==> config.mk <==
export PLATFORM = sky130hd
export DESIGN_NAME = kiwi_heap_field_store
export DESIGN_NICKNAME = d
export VERILOG_FILES = /design/src/rtl/kiwi_heap_pkg.sv /design/src/rtl/kiwi_heap_ram.sv /design/src/rtl/kiwi_heap_field_store.sv
export SDC_FILE = /design/constraint.sdc
export NUM_CORES = 1
export LEC_CHECK = 0
export BUFFER_PORTS_ARGS = -buffer_cell sky130_fd_sc_hd__buf_2
export CAP_MARGIN = 15
export CORE_AREA = 2 2 223 269
export CTS_CLUSTER_SIZE = 16
export DETAILED_ROUTE_END_ITERATION = 8
export DIE_AREA = 0 0 225 271
export PLACE_DENSITY_LB_ADDON = 0.3
export SKIP_LAST_GASP = 1
export SYNTH_ARGS = -nofsm -noshare
export SYNTH_HDL_FRONTEND = slang
export SYNTH_SLANG_ARGS = --single-unit
==> constraint.sdc <==
create_clock -name clk -period 11.35 [get_ports clk]
set_input_delay 1.135 -clock clk [delete_from_list [all_inputs] [get_ports clk]]
set_output_delay 1.135 -clock clk [all_outputs]
set_load 0.01 [all_outputs]
==> src/rtl/kiwi_heap_pkg.sv <==
// Shared definitions for the KiwiC heap responder blocks: request op codes
// and the request-processing FSM state encoding.
package kiwi_heap_pkg;

    typedef enum logic [1:0] {
        OP_READ   = 2'b00,
        OP_WRITE  = 2'b01,
        OP_NEWOBJ = 2'b10,
        OP_CLEAR  = 2'b11
    } op_e;

    typedef enum logic [1:0] {
        S_IDLE = 2'b00,
        S_EXEC = 2'b01,
        S_ZERO = 2'b10,
        S_RESP = 2'b11
    } state_e;

endpackage

==> src/rtl/kiwi_heap_ram.sv <==
// Field storage: DEPTH x DW array, one write port and one synchronous read
// port. The array itself has no reset; only the read register is cleared so
// the response data path starts from a known value.
module kiwi_heap_ram #(
    parameter int DEPTH = 16,
    parameter int AW    = 4,
    parameter int DW    = 32
) (
    input  logic          clk,
    input  logic          rst,
    input  logic          we,
    input  logic [AW-1:0] waddr,
    input  logic [DW-1:0] wdata,
    input  logic          re,
    input  logic [AW-1:0] raddr,
    output logic [DW-1:0] rdata
);

    logic [DW-1:0] mem_q [DEPTH];
    logic [DW-1:0] rdata_q;
    logic [DW-1:0] rdata_d;

    // Read register holds its value unless a read is requested.
    always_comb begin
        rdata_d = rdata_q;
        if (re) begin
            rdata_d = mem_q[raddr];
        end
    end

    // Storage write, deliberately without reset.
    always_ff @(posedge clk) begin
        if (we) begin
            mem_q[waddr] <= wdata;
        end
    end

    // Read data register.
    always_ff @(posedge clk or posedge rst) begin
        if (rst) begin
            rdata_q <= '0;
        end else begin
            rdata_q <= rdata_d;
        end
    end

    assign rdata = rdata_q;

endmodule

==> src/rtl/kiwi_heap_field_store.sv <==
// Heap object field store: answers READ / WRITE / NEWOBJ / CLEAR requests
// addressed by object handle and field index.
//
// Handshake: a request transfers on a clock edge where req_valid && req_ready;
// a response transfers on a clock edge where rsp_valid && rsp_ready. The
// producer of valid keeps it and its payload steady until the transfer edge.
// req_ready is high only in IDLE, so at most one request is in flight.
module kiwi_heap_field_store
    import kiwi_heap_pkg::*;
#(
    parameter int N_OBJ   = 4,
    parameter int N_FIELD = 4,
    parameter int DW      = 32,
    localparam int HW     = $clog2(N_OBJ),
    localparam int FW     = $clog2(N_FIELD)
) (
    input  logic          clk,
    input  logic          reset,
    input  logic          req_valid,
    output logic          req_ready,
    input  logic [1:0]    req_op,
    input  logic [HW-1:0] req_handle,
    input  logic [FW-1:0] req_field,
    input  logic [DW-1:0] req_wdata,
    output logic          rsp_valid,
    input  logic          rsp_ready,
    output logic [DW-1:0] rsp_data,
    output logic          rsp_err,
    output logic [HW:0]   alloc_count
);

    localparam int AW = $clog2(N_OBJ * N_FIELD);
    localparam logic [HW:0] MAX_OBJ    = (HW + 1)'(N_OBJ);
    localparam logic [FW:0] NFIELD_W   = (FW + 1)'(N_FIELD);
    localparam logic [FW:0] FIELD_LAST = (FW + 1)'(N_FIELD - 1);

    state_e        state_q, state_d;
    op_e           op_q, op_d;
    logic [HW-1:0] handle_q, handle_d;
    logic [FW-1:0] field_q, field_d;
    logic [DW-1:0] wdata_q, wdata_d;
    logic [HW:0]   alloc_count_q, alloc_count_d;
    logic [FW:0]   zc_q, zc_d;
    logic [DW-1:0] rsp_data_q, rsp_data_d;
    logic          rsp_err_q, rsp_err_d;
    // When set, the response data comes straight from the RAM read register.
    logic          from_ram_q, from_ram_d;

    logic          addr_ok;
    logic          ram_we;
    logic          ram_re;
    logic [DW-1:0] ram_wdata;
    logic [DW-1:0] ram_rdata;
    logic [HW-1:0] handle_sel;
    logic [FW-1:0] field_sel;
    logic [AW-1:0] ram_addr;

    assign addr_ok = ({1'b0, handle_q} < alloc_count_q) && ({1'b0, field_q} < NFIELD_W);

    // Flat RAM address: plain concatenation when fields are a power of two.
    if ((N_FIELD & (N_FIELD - 1)) == 0) begin : g_addr_pow2
        assign ram_addr = {handle_sel, field_sel};
    end else begin : g_addr_mul
        assign ram_addr = AW'(handle_sel * N_FIELD + field_sel);
    end

    // Next-state, datapath and RAM control for the request FSM.
    always_comb begin
        state_d       = state_q;
        op_d          = op_q;
        handle_d      = handle_q;
        field_d       = field_q;
        wdata_d       = wdata_q;
        alloc_count_d = alloc_count_q;
        zc_d          = zc_q;
        rsp_data_d    = rsp_data_q;
        rsp_err_d     = rsp_err_q;
        from_ram_d    = from_ram_q;
        ram_we        = 1'b0;
        ram_re        = 1'b0;
        ram_wdata     = '0;
        handle_sel    = handle_q;
        field_sel     = field_q;

        case (state_q)
            S_IDLE: begin
                if (req_valid) begin
                    op_d     = op_e'(req_op);
                    handle_d = req_handle;
                    field_d  = req_field;
                    wdata_d  = req_wdata;
                    state_d  = S_EXEC;
                end
            end
            S_EXEC: begin
                state_d    = S_RESP;
                from_ram_d = 1'b0;
                rsp_err_d  = 1'b0;
                case (op_q)
                    OP_READ: begin
                        if (addr_ok) begin
                            ram_re     = 1'b1;
                            from_ram_d = 1'b1;
                        end else begin
                            rsp_err_d  = 1'b1;
                            rsp_data_d = '0;
                        end
                    end
                    OP_WRITE: begin
                        if (addr_ok) begin
                            ram_we     = 1'b1;
                            ram_wdata  = wdata_q;
                            rsp_data_d = wdata_q;
                        end else begin
                            rsp_err_d  = 1'b1;
                            rsp_data_d = '0;
                        end
                    end
                    OP_NEWOBJ: begin
                        if (alloc_count_q == MAX_OBJ) begin
                            rsp_err_d  = 1'b1;
                            rsp_data_d = '0;
                        end else begin
                            // Keep the previous response visible until ZERO ends.
                            state_d    = S_ZERO;
                            from_ram_d = from_ram_q;
                            rsp_err_d  = rsp_err_q;
                            zc_d       = '0;
                        end
                    end
                    default: begin
                        rsp_data_d    = DW'(alloc_count_q);
                        alloc_count_d = '0;
                    end
                endcase
            end
            S_ZERO: begin
                // The new object's handle is the current live count.
                handle_sel = alloc_count_q[HW-1:0];
                field_sel  = zc_q[FW-1:0];
                ram_we     = 1'b1;
                ram_wdata  = '0;
                zc_d       = zc_q + (FW + 1)'(1);
                if (zc_q == FIELD_LAST) begin
                    state_d       = S_RESP;
                    alloc_count_d = alloc_count_q + (HW + 1)'(1);
                    rsp_data_d    = DW'(alloc_count_q);
                    rsp_err_d     = 1'b0;
                    from_ram_d    = 1'b0;
                end
            end
            default: begin
                if (rsp_ready) begin
                    state_d = S_IDLE;
                end
            end
        endcase
    end

    // State and datapath registers; an asserted reset abandons any operation.
    always_ff @(posedge clk or posedge reset) begin
        if (reset) begin
            state_q       <= S_IDLE;
            op_q          <= OP_READ;
            handle_q      <= '0;
            field_q       <= '0;
            wdata_q       <= '0;
            alloc_count_q <= '0;
            zc_q          <= '0;
            rsp_data_q    <= '0;
            rsp_err_q     <= 1'b0;
            from_ram_q    <= 1'b0;
        end else begin
            state_q       <= state_d;
            op_q          <= op_d;
            handle_q      <= handle_d;
            field_q       <= field_d;
            wdata_q       <= wdata_d;
            alloc_count_q <= alloc_count_d;
            zc_q          <= zc_d;
            rsp_data_q    <= rsp_data_d;
            rsp_err_q     <= rsp_err_d;
            from_ram_q    <= from_ram_d;
        end
    end

    kiwi_heap_ram #(
        .DEPTH(N_OBJ * N_FIELD),
        .AW   (AW),
        .DW   (DW)
    ) u_ram (
        .clk  (clk),
        .rst  (reset),
        .we   (ram_we),
        .waddr(ram_addr),
        .wdata(ram_wdata),
        .re   (ram_re),
        .raddr(ram_addr),
        .rdata(ram_rdata)
    );

    assign req_ready   = (state_q == S_IDLE);
    assign rsp_valid   = (state_q == S_RESP);
    assign rsp_data    = from_ram_q ? ram_rdata : rsp_data_q;
    assign rsp_err     = rsp_err_q;
    assign alloc_count = alloc_count_q;

endmodule

# ---- Yosys cells after proc, flatten, opt, wreduce, memory -nomap -nowiden
# Memories as Yosys holds them, arrays and structs flattened. A register that Yosys moved wholly into a read port is not among the register bits.
# Index checks and enable logic that the tools add are counted.
dict set report word_totals {
  regBits 80
  input_bits 42
  ram_bits 512
  elab_cells 78
  latchBits 0
  rom_bits 0
  mem_count 1
  out_inout_bits 38
}
dict set report op_classes {
  n_mul 0
  bitwise 0
  n_mux 38
  n_lt_le_gt_ge 1
  n_eq_ne 14
  shift 0
  n_reduce_logical 12
  n_addsub 2
  div 0
}
# memory depth width read_ports rd_clocked_by_memory_dff write_ports line_no
set memory_table {}
lappend memory_table {u_ram.mem_q 16 32 1 1 1 kiwi_heap_ram.sv:19} ;# logic [DW-1:0] mem_q [DEPTH];
# cell n
set ops {}
lappend ops {{$mux W32} 7}
lappend ops {{$pmux W32 S3} 1}
lappend ops {{$pmux W32 S2} 1}
lappend ops {{$mux W1} 12}
lappend ops {{$mux W3} 4}
lappend ops {{$pmux W3 S2} 2}
lappend ops {{$reduce_and A3 Y1} 4}
lappend ops {{$mux W2} 5}
lappend ops {{$pmux W1 S2} 5}
lappend ops {{$ne A2 B2 Y1 const B} 4}
lappend ops {{$add A3 B1 Y3 const B} 2}
lappend ops {{$eq A2 B2 Y1 const B} 3}
lappend ops {{$ne A3 B3 Y1 const B} 2}
lappend ops {{$pmux W2 S3} 1}
lappend ops {{$eq A2 B1 Y1 const B} 2}
lappend ops {{$logic_not A2 Y1} 2}
lappend ops {{$reduce_and A4 Y1} 1}
lappend ops {{$reduce_bool A4 Y1} 1}
lappend ops {{$eq A3 B2 Y1 const B} 1}
lappend ops {{$eq A3 B3 Y1 const B} 1}
lappend ops {{$lt A2 B3 Y1} 1}
lappend ops {{$reduce_or A3 Y1} 1}
lappend ops {{$ne A2 B1 Y1 const B} 1}
lappend ops {{$reduce_and A2 Y1} 1}
lappend ops {{2 further kinds} 2}

# ---- Longest topological paths before layout
dict set report logic_depth {
  depth_word 6
  mapped_depth 10
  ltp_nobuf 7
}

# ---- By module
# From an unflattened synthesis, not the netlist that was laid out.
dict set report unflattened {
  cells_unflattened 1257
  hier_area_um2 24836.3
}
# mod cells_each seq_area_each_um2 n_inst area_per_inst_um2
set modules_own_cells {}
lappend modules_own_cells {kiwi_heap_ram 877 16175.5 1 20724.9}
lappend modules_own_cells {kiwi_heap_field_store 380 2001.9 1 4111.4}

# ---- Worst setup path before layout
# No wires, ideal clock.
dict set report synth_path {
  path_kind {register to register}
  from {register alloc_count_q[1] (netlist: alloc_count[1])}
  to {memory u_ram.mem_q[15][0] (enable)}
  stages_incl_launch_ff 7
  period_less_slack_ns 3.593
  n_path_buf 0
  setup_ns 0.425
  path_slack_ns 7.757
  arrival_ns 3.168
  path_cell_list {dfrtp_1 -> inv_1 -> ha_1 -> a21o_1 -> a211oi_2 -> o21ai_0 -> nor2b_1}
}
dict set report synth_between {
  elab_chain_cells 6
}
# element line_no
set synth_rtl {}
lappend synth_rtl {{start: declaration} kiwi_heap_field_store.sv:42} ;# logic [HW:0] alloc_count_q, alloc_count_d;
lappend synth_rtl {{start signal: assignment} kiwi_heap_field_store.sv:179} ;# alloc_count_q <= alloc_count_d;
lappend synth_rtl {{$lt A2 B3 Y1} kiwi_heap_field_store.sv:58} ;# assign addr_ok = ({1'b0, handle_q} < alloc_count_q) && ({1'b0, field_q} < NFIELD_W);
lappend synth_rtl {{$mux W1} kiwi_heap_field_store.sv:110} ;# if (addr_ok) begin
lappend synth_rtl {{$mux W1} kiwi_heap_field_store.sv:99} ;# case (op_q)
lappend synth_rtl {{$pmux W1 S2} kiwi_heap_field_store.sv:85} ;# case (state_q)
lappend synth_rtl {{$mux W1} kiwi_heap_ram.sv:33} ;# if (we) begin
lappend synth_rtl {{$mux W1 (implied by the code)} kiwi_heap_ram.sv:34} ;# mem_q[waddr] <= wdata;
lappend synth_rtl {{end: declaration} kiwi_heap_ram.sv:19}
# Parallel ways exist; a longest one is shown, timed or not.

# ---- Worst setup path after layout
dict set report layout_path {
  from {register state_q[0]}
  to {memory u_ram.mem_q[14][17] (enable)}
}
dict set report layout_between {
  elab_chain_cells 4
}
# element line_no
set layout_rtl {}
lappend layout_rtl {{start: declaration} kiwi_heap_field_store.sv:37} ;# state_e state_q, state_d;
lappend layout_rtl {{start signal: assignment} kiwi_heap_field_store.sv:174} ;# state_q <= state_d;
lappend layout_rtl {{$eq A2 B2 Y1 / $eq A2 B1 Y1 (equally long branches)} kiwi_heap_field_store.sv:85}
lappend layout_rtl {{$pmux W1 S2} kiwi_heap_field_store.sv:85}
lappend layout_rtl {{$mux W1} kiwi_heap_ram.sv:33}
lappend layout_rtl {{$mux W1 (implied by the code)} kiwi_heap_ram.sv:34}
# Parallel ways exist; a longest one is shown, timed or not.

==> results.py <==
metrics = {
    "run_status": {
        "status": "complete, no violations",
    },
    "critical_path": {
        "slowest_delay_ns": 0.85,
        "worst-path-buf-inv": 4,
        "timing.critical_path.required_ns": 11.65,
        "path_max_fanout": 84,
        "crit_path_frequent_cell": "sky130_fd_sc_hd__buf_4",
        "cp.arrival_ns": 4.41,
        "critical-path-slowest-cell": "sky130_fd_sc_hd__buf_4",
        "start_kind": "flip-flop",
        "timing.critical_path.max_delay_family": "buffers and inverters",
        "path_class": "flip-flop to flip-flop",
        "crit_path_cell_trace": "inv_1, ha_1, buf_4, and3b_4, buf_4, nor2_1, nor2_4, buf_4",
        "worst_setup_path_end_kind": "flip-flop",
    },
    "clocking": {
        "cts_tree": "yes",
        "cts_resized": 0,
        "postCtsSetupBuffers": 0,
        "clockRootBuffer": "sky130_fd_sc_hd__clkbuf_16",
        "cts-buffers-inserted": 59,
        "numClockSinks": 624,
        "cts.htree.levels": 2,
        "cts_max_path_buffers": 3,
        "cts_hold_buf": 0,
        "insertion_delay_ns": 0.63,
        "clk_pin_slew_ns": 0.06,
    },
    "detailed_routing": {
        "remaining_drc_errors": 0,
        "drt-total-wl_mm": 70.8,
        "detailroute.via_count": 16100,
        "drt_pre_antenna_iters": 6,
        "ant_nets": 0,
        "detail_route.wl_per_cell_um": 27.4,
        "drt-initial-drc-count": 1992,
        "route.detailed.vias_per_inst": 6.24,
    },
    "pwr": {
        "power_switching_mw": 2.79,
        "seq_power_share_pct": 39.7,
        "ir_worst_vdd_v": 0.000118,
        "leakagePower_nw": 9.12,
        "p_comb_share_pct": 34.1,
        "share_clk_of_total_power_pct": 26.2,
        "switching_share_pct": 37.1,
        "internal-power_mw": 4.74,
        "power_density_nw_per_um2": 264,
        "totalPowerFinal_mw": 7.54,
    },
    "synth": {
        "syn-num-nets": 1828,
        "register_area_share_after_synthesis_pct": 71.5,
        "edff_count_synth": 512,
        "synth-main-ff-cell": "sky130_fd_sc_hd__edfxtp_1",
        "number_of_synthesized_register_bits": 624,
        "netlist_instances": 1776,
        "ys_warn_count": 0,
        "synth.largest_area_cell": "sky130_fd_sc_hd__edfxtp_1",
        "post-synth-top-area-fraction_pct": 60.5,
        "ys_async_sr_fraction_pct": 17.9,
        "synth.distinct_cells": 52,
        "syn-cell-area_um2": 25400,
        "synth_area_leaders": "sky130_fd_sc_hd__edfxtp_1 60%, sky130_fd_sc_hd__dfrtp_1 11%, sky130_fd_sc_hd__o21ai_0 11%",
        "syn_avg_cell_area_um2": 14.3,
    },
    "timing": {
        "rsz0062_at_grt": "false",
        "timing.final.crit_period_ns": 4.11,
        "worst_slack_ns": 7.24,
        "layout_worst_path_cycle_share_pct": 36.2,
        "finalHoldViolCount": 0,
        "whs_ns": 0.502,
        "relSlewSlack_pct": 22.3,
        "report.final.slew_viol_count": 0,
        "fmax_mhz": 243,
        "transition_time_at_the_pin_with_the_least_slew_margin_ns": 1.16,
        "number_of_failing_setup_endpoints_in_the_final_timing_report": 0,
        "finalClockSkew_ns": 0.0217,
        "fin_setup_tns_ns": 0,
    },
    "floorplanning": {
        "design.core.area_um2": 58100,
        "io_pins": 80,
        "die_area_um2": 61000,
        "floorplan.initialDensity_pct": 43.7,
        "die_boundary_width_um": 225,
        "chipHeight_um": 271,
        "std_cell_rows": 97,
    },
    "min_path": {
        "worst_hold_path_type": "flip-flop to flip-flop",
    },
    "placement": {
        "place_congestion": 0.854,
        "port_buffers": 79,
        "postPlaceCellArea_um2": 26500,
        "detailed_place_hpwl_mm": 40.3,
        "preCtsSetupSlack_ns": 7.29,
        "numPlacedInstances": 2474,
    },
    "cells_and_area": {
        "final_core_utilization_pct": 49.0,
        "final_cell_count_no_fill": 2586,
        "area_taken_by_multi_input_logic_gates_um2": 6730,
        "n_fill_cell": 4850,
        "mostFrequentLayoutCells": "535 x sky130_fd_sc_hd__o21ai_0, 512 x sky130_fd_sc_hd__edfxtp_1, 112 x sky130_fd_sc_hd__dfrtp_1",
        "final_common_cell": "sky130_fd_sc_hd__o21ai_0",
        "sequential_cell_area_um2": 18200,
        "share_of_cells_above_drive_strength_1_pct": 17.8,
        "post-route-cell-area_um2": 28500,
        "area_growth_syn_to_layout_pct": 12.1,
        "final_net_count": 1849,
        "n_antenna_cell": 0,
    },
    "global_routing": {
        "initial_antenna_violation_count": 0,
        "grt_pass1_vias": 16400,
        "grt_max_degree": 86,
        "first_pass_grt_wire_length_mm": 105,
        "grt_overflow_total": 0,
        "globalRouteTotalUtil_pct": 23.1,
    },
    "flow_run": {
        "timing.max_cap.violations": 0,
    },
}
[layout make-up]
cell class	instances	share of cell area, %
Sequential cell	624	63.8
Multi-Input combinational cell	988	23.6
Clock buffer	88	5.94
Tap cell	742	3.26
Timing Repair Buffer	112	2.42
Clock inverter	20	0.817
Inverter	12	0.167
[power groups by stage]
stage / Sequential [mW] / Combinational [mW] / Clock (mW)
after floorplan: 2.94 / 1.61 / 0
after global placement: 3.03 / 2.50 / 0
after detailed placement: 3.04 / 2.54 / 0
after CTS: 2.99 / 2.55 / 2.00
after global routing: 3.02 / 2.73 / 2.08
final: 2.99 / 2.57 / 1.98
[per-layer routing]
metal  part of all wire [%]  wire length, um  global-route usage, %
met5                      0                0                      0
met3                    5.9             4200                   3.02
met2                     51            35800                   39.7
met1                     37            26200                   27.4
met4                    6.5             4620                   14.3
[state kept, by name, summed over array words and instances (netlist names), 3 cells and up]
register,count
zc_q,3
wdata_q,32
u_ram.rdata,32
rsp_data_q,32
alloc_count,3
u_ram.mem_q,512
[final timing paths]
path	end	start	cells past startpoint	slack (ns)
worst max-delay path	u_ram.mem_q[14][17]	state_q[0]	8	7.24
worst max register to register	u_ram.mem_q[14][17]	state_q[0]	8	7.24
worst min register to register	rsp_data_q[19]	rsp_data_q[19]	1	0.50
max in group asynchronous	u_ram.rdata[16]	reset	3	9.48
min in group asynchronous	op_q[0]	reset	2	0.53
worst min-delay path	rsp_data_q[19]	rsp_data_q[19]	1	0.50
[synth_stat cells, types with 8 or more instances]
cell type and count:
sky130_fd_sc_hd__nand4_1 32, sky130_fd_sc_hd__inv_1 12, sky130_fd_sc_hd__a31oi_1 12, sky130_fd_sc_hd__nor2_1 35, sky130_fd_sc_hd__ha_1 10, sky130_fd_sc_hd__mux2_2 92, sky130_fd_sc_hd__o21ai_1 10, sky130_fd_sc_hd__a21boi_1 10
sky130_fd_sc_hd__dfrtp_1 112, sky130_fd_sc_hd__nor2b_1 15, sky130_fd_sc_hd__o21ai_0 535, sky130_fd_sc_hd__a41oi_1 13, sky130_fd_sc_hd__buf_4 8, sky130_fd_sc_hd__a22o_1 22, sky130_fd_sc_hd__a41o_1 104, sky130_fd_sc_hd__nand2_1 26
sky130_fd_sc_hd__clkbuf_2 10, sky130_fd_sc_hd__and2_1 32, sky130_fd_sc_hd__buf_2 31, sky130_fd_sc_hd__clkbuf_1 96, sky130_fd_sc_hd__edfxtp_1 512
[logic make-up after synthesis]
kind of cell	share of synthesized area, %
muxes	4.17
and+or+nand+nor	3.47
adders and majority gates	0.492
AOI/OAI and AO/OA	17.4
buffers and inverters	2.92
DFF	71.5
xor gates and xnor gates	0.0345
(Power assumes the default switching activity.)
